**src/rtl/mips_16_ctrl_pkg.sv**
```systemverilog
// Shared definitions for the MIPS-16 pipeline front-end controller.
// Holds the controller state encoding and the widths of the internal
// boot and stall counters so that sibling blocks agree on them.
package mips_16_ctrl_pkg;

  // Boot counter must hold BOOT_WAIT-1 (BOOT_WAIT <= 15).
  localparam int BOOT_CNT_W  = 4;
  // Consecutive-stall counter must hold STALL_LIMIT-1 (STALL_LIMIT <= 255).
  localparam int STALL_CNT_W = 8;
  // Width of the externally visible saturating stall statistic.
  localparam int STALL_CYC_W = 16;

  typedef enum logic [2:0] {
    ST_BOOT  = 3'd0,
    ST_RUN   = 3'd1,
    ST_STALL = 3'd2,
    ST_FLUSH = 3'd3,
    ST_HALT  = 3'd4
  } ctrl_state_e;

endpackage

```
**src/rtl/sat_counter.sv**
```systemverilog
// Saturating up-counter.
//   clk     : clock, rising edge
//   rst_n   : asynchronous active-low reset, clears the count
//   i_en    : count enable, one increment per enabled cycle
//   o_count : current count, sticks at all-ones instead of wrapping
module sat_counter #(
  parameter int WIDTH = 16
) (
  input  logic             clk,
  input  logic             rst_n,
  input  logic             i_en,
  output logic [WIDTH-1:0] o_count
);

  logic [WIDTH-1:0] r_count;
  logic             w_full;

  assign w_full  = (r_count == {WIDTH{1'b1}});
  assign o_count = r_count;

  always_ff @(posedge clk or negedge rst_n) begin
    if (!rst_n)
      r_count <= '0;
    else if (i_en && !w_full)
      r_count <= r_count + WIDTH'(1);
  end

endmodule

```
**src/rtl/if_fetch_ctrl.sv**
```systemverilog
// Instruction-fetch / hazard controller for the MIPS-16 pipeline.
// Registered state, combinational outputs (zero-cycle response to inputs).
//   clk                  : pipeline clock, rising edge
//   rst                  : asynchronous active-low reset
//   hazard_stall         : load-use hazard from ID
//   branch_taken         : branch resolved taken (IF_stage loads target)
//   halt_req             : debug halt request, level
//   resume_req           : debug resume, single-cycle pulse
//   instruction_fetch_en : IF_stage PC/fetch enable
//   if_id_flush          : zero the IF/ID register
//   id_ex_flush          : insert bubble into ID/EX
//   halt_ack             : high while halted
//   stall_err            : sticky stall-limit overflow flag
//   stall_cycles         : saturating count of STALL-state cycles
//   ctrl_state           : current state encoding
module if_fetch_ctrl
  import mips_16_ctrl_pkg::*;
#(
  parameter int BOOT_WAIT   = 2,
  parameter int STALL_LIMIT = 15
) (
  input  logic        clk,
  input  logic        rst,
  input  logic        hazard_stall,
  input  logic        branch_taken,
  input  logic        halt_req,
  input  logic        resume_req,
  output logic        instruction_fetch_en,
  output logic        if_id_flush,
  output logic        id_ex_flush,
  output logic        halt_ack,
  output logic        stall_err,
  output logic [15:0] stall_cycles,
  output logic [2:0]  ctrl_state
);

  localparam logic [BOOT_CNT_W-1:0]  BOOT_LAST  = BOOT_CNT_W'(BOOT_WAIT - 1);
  localparam logic [STALL_CNT_W-1:0] STALL_LAST = STALL_CNT_W'(STALL_LIMIT - 1);

  ctrl_state_e             r_state;
  ctrl_state_e             w_next;
  logic [BOOT_CNT_W-1:0]   r_boot_cnt;
  logic [STALL_CNT_W-1:0]  r_stall_cnt;
  logic                    r_stall_err;
  // Set when leaving HALT by resume while halt_req is still high; blocks a
  // re-halt until halt_req has been seen low.
  logic                    r_halt_blk;

  logic                    w_fetch_en;
  logic                    w_if_id_flush;
  logic                    w_id_ex_flush;
  logic                    w_stall_ovf;
  logic                    w_halt_ok;
  logic                    w_in_stall;

  assign w_halt_ok  = halt_req && !r_halt_blk;
  assign w_in_stall = (r_state == ST_STALL);

  //--------------------------------------------------------------------------
  // State register
  //--------------------------------------------------------------------------
  always_ff @(posedge clk or negedge rst) begin
    if (!rst)
      r_state <= ST_BOOT;
    else
      r_state <= w_next;
  end

  //--------------------------------------------------------------------------
  // Next state and output decode
  //--------------------------------------------------------------------------
  always_comb begin
    w_next        = r_state;
    w_fetch_en    = 1'b0;
    w_if_id_flush = 1'b0;
    w_id_ex_flush = 1'b0;
    w_stall_ovf   = 1'b0;
    case (r_state)
      ST_BOOT: begin
        if (r_boot_cnt == BOOT_LAST)
          w_next = ST_RUN;
      end
      ST_RUN: begin
        if (branch_taken) begin
          // PC loads the target this cycle; both younger stages are squashed.
          w_fetch_en    = 1'b1;
          w_if_id_flush = 1'b1;
          w_id_ex_flush = 1'b1;
          w_next        = ST_FLUSH;
        end else if (hazard_stall) begin
          w_id_ex_flush = 1'b1;
          w_next        = ST_STALL;
        end else if (w_halt_ok) begin
          w_next = ST_HALT;
        end else begin
          w_fetch_en = 1'b1;
        end
      end
      ST_FLUSH: begin
        w_fetch_en    = 1'b1;
        w_if_id_flush = 1'b1;
        if (branch_taken)
          w_id_ex_flush = 1'b1;  // back-to-back branch: squash again, stay
        else
          w_next = ST_RUN;
      end
      ST_STALL: begin
        w_id_ex_flush = 1'b1;
        if (branch_taken) begin
          w_fetch_en    = 1'b1;
          w_if_id_flush = 1'b1;
          w_next        = ST_FLUSH;
        end else if (!hazard_stall) begin
          w_next = ST_RUN;
        end else if (r_stall_cnt == STALL_LAST) begin
          // This is the STALL_LIMIT-th consecutive stall cycle.
          w_stall_ovf = 1'b1;
          w_next      = ST_HALT;
        end
      end
      ST_HALT: begin
        if (resume_req)
          w_next = ST_RUN;
      end
      default: w_next = ST_BOOT;
    endcase
  end

  //--------------------------------------------------------------------------
  // Boot wait counter: only advances while in BOOT.
  //--------------------------------------------------------------------------
  always_ff @(posedge clk or negedge rst) begin
    if (!rst)
      r_boot_cnt <= '0;
    else if (r_state == ST_BOOT)
      r_boot_cnt <= r_boot_cnt + BOOT_CNT_W'(1);
  end

  //--------------------------------------------------------------------------
  // Consecutive-stall counter: counts STALL cycles, cleared on any exit.
  //--------------------------------------------------------------------------
  always_ff @(posedge clk or negedge rst) begin
    if (!rst)
      r_stall_cnt <= '0;
    else if (w_in_stall && (w_next == ST_STALL))
      r_stall_cnt <= r_stall_cnt + STALL_CNT_W'(1);
    else
      r_stall_cnt <= '0;
  end

  //--------------------------------------------------------------------------
  // Sticky overflow flag, reset-only clear.
  //--------------------------------------------------------------------------
  always_ff @(posedge clk or negedge rst) begin
    if (!rst)
      r_stall_err <= 1'b0;
    else if (w_stall_ovf)
      r_stall_err <= 1'b1;
  end

  //--------------------------------------------------------------------------
  // Halt edge tracker.
  //--------------------------------------------------------------------------
  always_ff @(posedge clk or negedge rst) begin
    if (!rst)
      r_halt_blk <= 1'b0;
    else if ((r_state == ST_HALT) && resume_req)
      r_halt_blk <= halt_req;
    else if (!halt_req)
      r_halt_blk <= 1'b0;
  end

  //--------------------------------------------------------------------------
  // Saturating statistic of STALL-state cycles.
  //--------------------------------------------------------------------------
  sat_counter #(
    .WIDTH (STALL_CYC_W)
  ) u_stall_cycles (
    .clk     (clk),
    .rst_n   (rst),
    .i_en    (w_in_stall),
    .o_count (stall_cycles)
  );

  assign instruction_fetch_en = w_fetch_en;
  assign if_id_flush          = w_if_id_flush;
  assign id_ex_flush          = w_id_ex_flush;
  assign halt_ack             = (r_state == ST_HALT);
  assign stall_err            = r_stall_err;
  assign ctrl_state           = r_state;

endmodule
```
**config.mk**
```make
export PLATFORM = sky130hd
export DESIGN_NAME = if_fetch_ctrl
export DESIGN_NICKNAME = d
export VERILOG_FILES = /design/src/rtl/mips_16_ctrl_pkg.sv /design/src/rtl/sat_counter.sv /design/src/rtl/if_fetch_ctrl.sv
export SDC_FILE = /design/constraint.sdc
export NUM_CORES = 1
export LEC_CHECK = 0
export ABC_AREA = 1
export BUFFER_PORTS_ARGS = -buffer_cell sky130_fd_sc_hd__clkbuf_2
export CAP_MARGIN = 25
export CORE_MARGIN = 2
export CORE_UTILIZATION = 56
export DETAILED_ROUTE_END_ITERATION = 6
export PLACE_DENSITY = 0.78
export SYNTH_ARGS = -nofsm -noshare
export SYNTH_HDL_FRONTEND = slang
export SYNTH_SLANG_ARGS = --single-unit
```
**constraint.sdc**
```tcl
create_clock -name clk -period 1.7 [get_ports clk]
set_input_delay 0.085 -clock clk [delete_from_list [all_inputs] [get_ports clk]]
set_output_delay 0.085 -clock clk [all_outputs]
set_load 0.005 [all_outputs]
```
==> reports/results.tsv <==
metric	value	unit
drt_iter0_drc	87	
synth_nets	257	
drv_slew	0	
antenna_found_initial	0	
hold_ws	0.0989	ns
wl_per_cell	11.6	um
finish.utilization	0.686	
grt_pass1_wl	6790	um
crit_path_frequent_cell	inv_2	
die_w	62.6	um
yosysSeqAreaShare	0.430	
vdd_drop_max	0.000580	V
finalWirelength	3930	um
diodes	0	
worst_slew_pin_slew	0.540	ns
path_clk_slew	0.09	ns
syn_area_per_cell	7.81	sq um
status	complete, no violations	
cts_made_buffers	5	
path_max_fanout	5	
fin_nets	302	
synth_warnings	0	
power_density	1090	nW/um^2
clock_latency	0.35	ns
yosysUniqueCellTypes	25	
drive_gt1_frac	0.229	
slowest_delay	0.43	ns
power.total	2.48	mW
r2r_cells	9	
dpl.cell_count	323	
final_antenna_net_count	0	
relSlewSlack	0.640	
cts.sinks	33	
synthCells	246	
initial_core_util	0.580	
r2r_slack	0.12	ns
gp_congestion	0.865	
hpwl	2850	um
synth-seq-cells	33	
synthDominantAreaCellType	dfrtp_1	
cts_tree	yes	
final_hold_viol_count	0	
required	1.62	ns
grt_max_degree	24	
netlist_area	1920	sq um
drc	0	
vias	1662	
via_per_inst	4.92	
grt_usage	0.219	
fin_crit	1.59	ns
drv_cap	0	
stdcell_count	338	
std_cell_rows	21	
worstSetupPathType	flip-flop to output pin	
startpoint_type	flip-flop	
crit_slowest_cell	dfrtp_1	
finClkSkew	0.0122	ns
hold_depth	4	
path_cells	inv_2, nand2_1, nor2_4, inv_2, o21ai_0, clkbuf_2	
die_h	62.6	um
synthTopCellsByArea	dfrtp_1 (43%), nand2_1 (14%), xor2_1 (5.9%), nor2_1 (5.7%), inv_1 (5.5%)	
io_pins	30	
end_kind	output pin	
h-tree-depth	2	
hold_class	primary input to flip-flop	
setup_violations	0	
netlist.area_leader.share	0.430	
p_leak	1.13	nW
clockRootBuffer	clkbuf_4	
area_growth	18.2	%
max_freq	629	MHz
port_buffers	29	
overflow	0	
cts_buffer_depth	2	
worstPathArrival	1.50	ns
min_period_over_period	0.935	
die_area	3920	sq um
grt_pass1_vias	1563	
drtPass1Iterations	4	
fp.coreArea	3310	sq um
-- cell usage after synthesis, drive strengths merged --
cell and n:
nor2 34, nor4 1, nand3 9, a21boi 1, a21oi 4, nand2b 1, o21ai 14, o211ai 1
ha 5, xnor2 5, inv 33, buf 2, dfrtp 33, nor3 7, nand2 78, xor2 13
nand4 5
-- layout by cell type, fill, tap and decap left out, types with 2 or more instances in the layout --
master / synthesis / routed
inv_1: 28 / 28
clkbuf_4: 0 / 5
inv_2: 5 / 5
o21ai_2: 2 / 2
xnor2_1: 5 / 5
nor2_4: 3 / 3
xor2_1: 13 / 13
nor3_1: 4 / 4
o21ai_0: 11 / 11
nor3_2: 2 / 2
dlygate4sd3_1: 0 / 3
buf_12: 0 / 2
clkbuf_2: 0 / 29
nor2_1: 29 / 29
nor2_2: 2 / 2
clkinv_2: 0 / 2
a21oi_1: 4 / 4
dfrtp_1: 33 / 31
nand4_1: 5 / 5
buf_4: 0 / 6
ha_1: 5 / 5
nand3_1: 9 / 9
nand2_2: 5 / 5
nand2_1: 73 / 73
dfrtp_2: 0 / 2
-- sequential cells by signal, summed over array words and instances, names as in the netlist --
name                    flops
r_halt_blk                  1
ctrl_state                  3
r_stall_cnt                 8
u_stall_cycles.o_count     16
stall_err                   1
r_boot_cnt                  4
-- worst max-delay path, delay by kind of cell (launching register included) --
kind | cells | cell delay (ns)
DFF | 1 | 0.43
and+or+nand+nor | 2 | 0.26
AOI/OAI and AO/OA | 1 | 0.16
buffers and inverters | 3 | 0.32
-- layout make-up --
| cell class | instances | area (sq um) |
|---|---|---|
| multi-input combinational | 178 | 950 |
| clock buffer | 6 | 41.3 |
| sequential | 33 | 828 |
| clock inverter | 2 | 10.0 |
| timing repair buffer | 40 | 260 |
| tap | 46 | 57.6 |
| fill | 284 | 1040 |
| inverter | 33 | 124 |
-- worst paths after layout --
check	start	end
setup / recovery	ctrl_state[2]$_DFF_PN0_	instruction_fetch_en
hold / removal	branch_taken	ctrl_state[2]$_DFF_PN0_
setup reg to reg	u_stall_cycles.o_count[1]$_DFFE_PN0P_	u_stall_cycles.o_count[14]$_DFFE_PN0P_
hold reg to reg	r_boot_cnt[3]$_DFFE_PN0P_	r_boot_cnt[3]$_DFFE_PN0P_
max in group asynchronous	rst	u_stall_cycles.o_count[0]$_DFFE_PN0P_
min in group asynchronous	rst	u_stall_cycles.o_count[11]$_DFFE_PN0P_
-- kinds of logic (layout without fill, tap and decap cells) --
kind of cell	count (synthesis)	in the layout	synth area share
AOI/OAI and AO/OA	20	20	0.0645
xor gates and xnor gates	18	18	0.0820
and+or+nand+nor	135	135	0.315
adders and majority gates	5	5	0.0326
DFF	33	33	0.430
buffers and inverters	35	81	0.0762
-- power breakdown --
part	internal (mW)	total, mW	leakage, nW	switching, mW
logic	0.432	0.972	0.658	0.540
registers	0.922	1.08	0.437	0.160
clock network	0.157	0.428	0.0320	0.271
-- timing repair --
item	4_1_cts	5_1_grt
hold buffers	3	0
setup buffers	0	4
endpoints found under the setup margin	0	13
hold endpoints to repair	23	0
gates resized for setup	0	2
-- layer usage --
metal  routed length (um)  share of wire  global-route usage  up-vias
met4                   85          0.022              0.0944        0
met2                 1910           0.49               0.353       31
li1                     -              -                   -      858
met1                 1760           0.45               0.282      765
met3                  172          0.044              0.0541        8
met5                    0              0                   0        -
-- stage by stage --
| step | instance area [sq um] | worst slack (ns) | TNS [ns] |
|---|---|---|---|
| global placement | 2130 | 0.151 | 0 |
| global route | 2270 | -0.00829 | -0.0271 |
| floorplan | 1920 | 0.196 | 0 |
| CTS | 2210 | 0.0741 | 0 |
| detailed placement | 2130 | 0.122 | 0 |
| finish | 2270 | 0.111 | 0 |
Note: power is estimated with default switching activity, not from simulation.
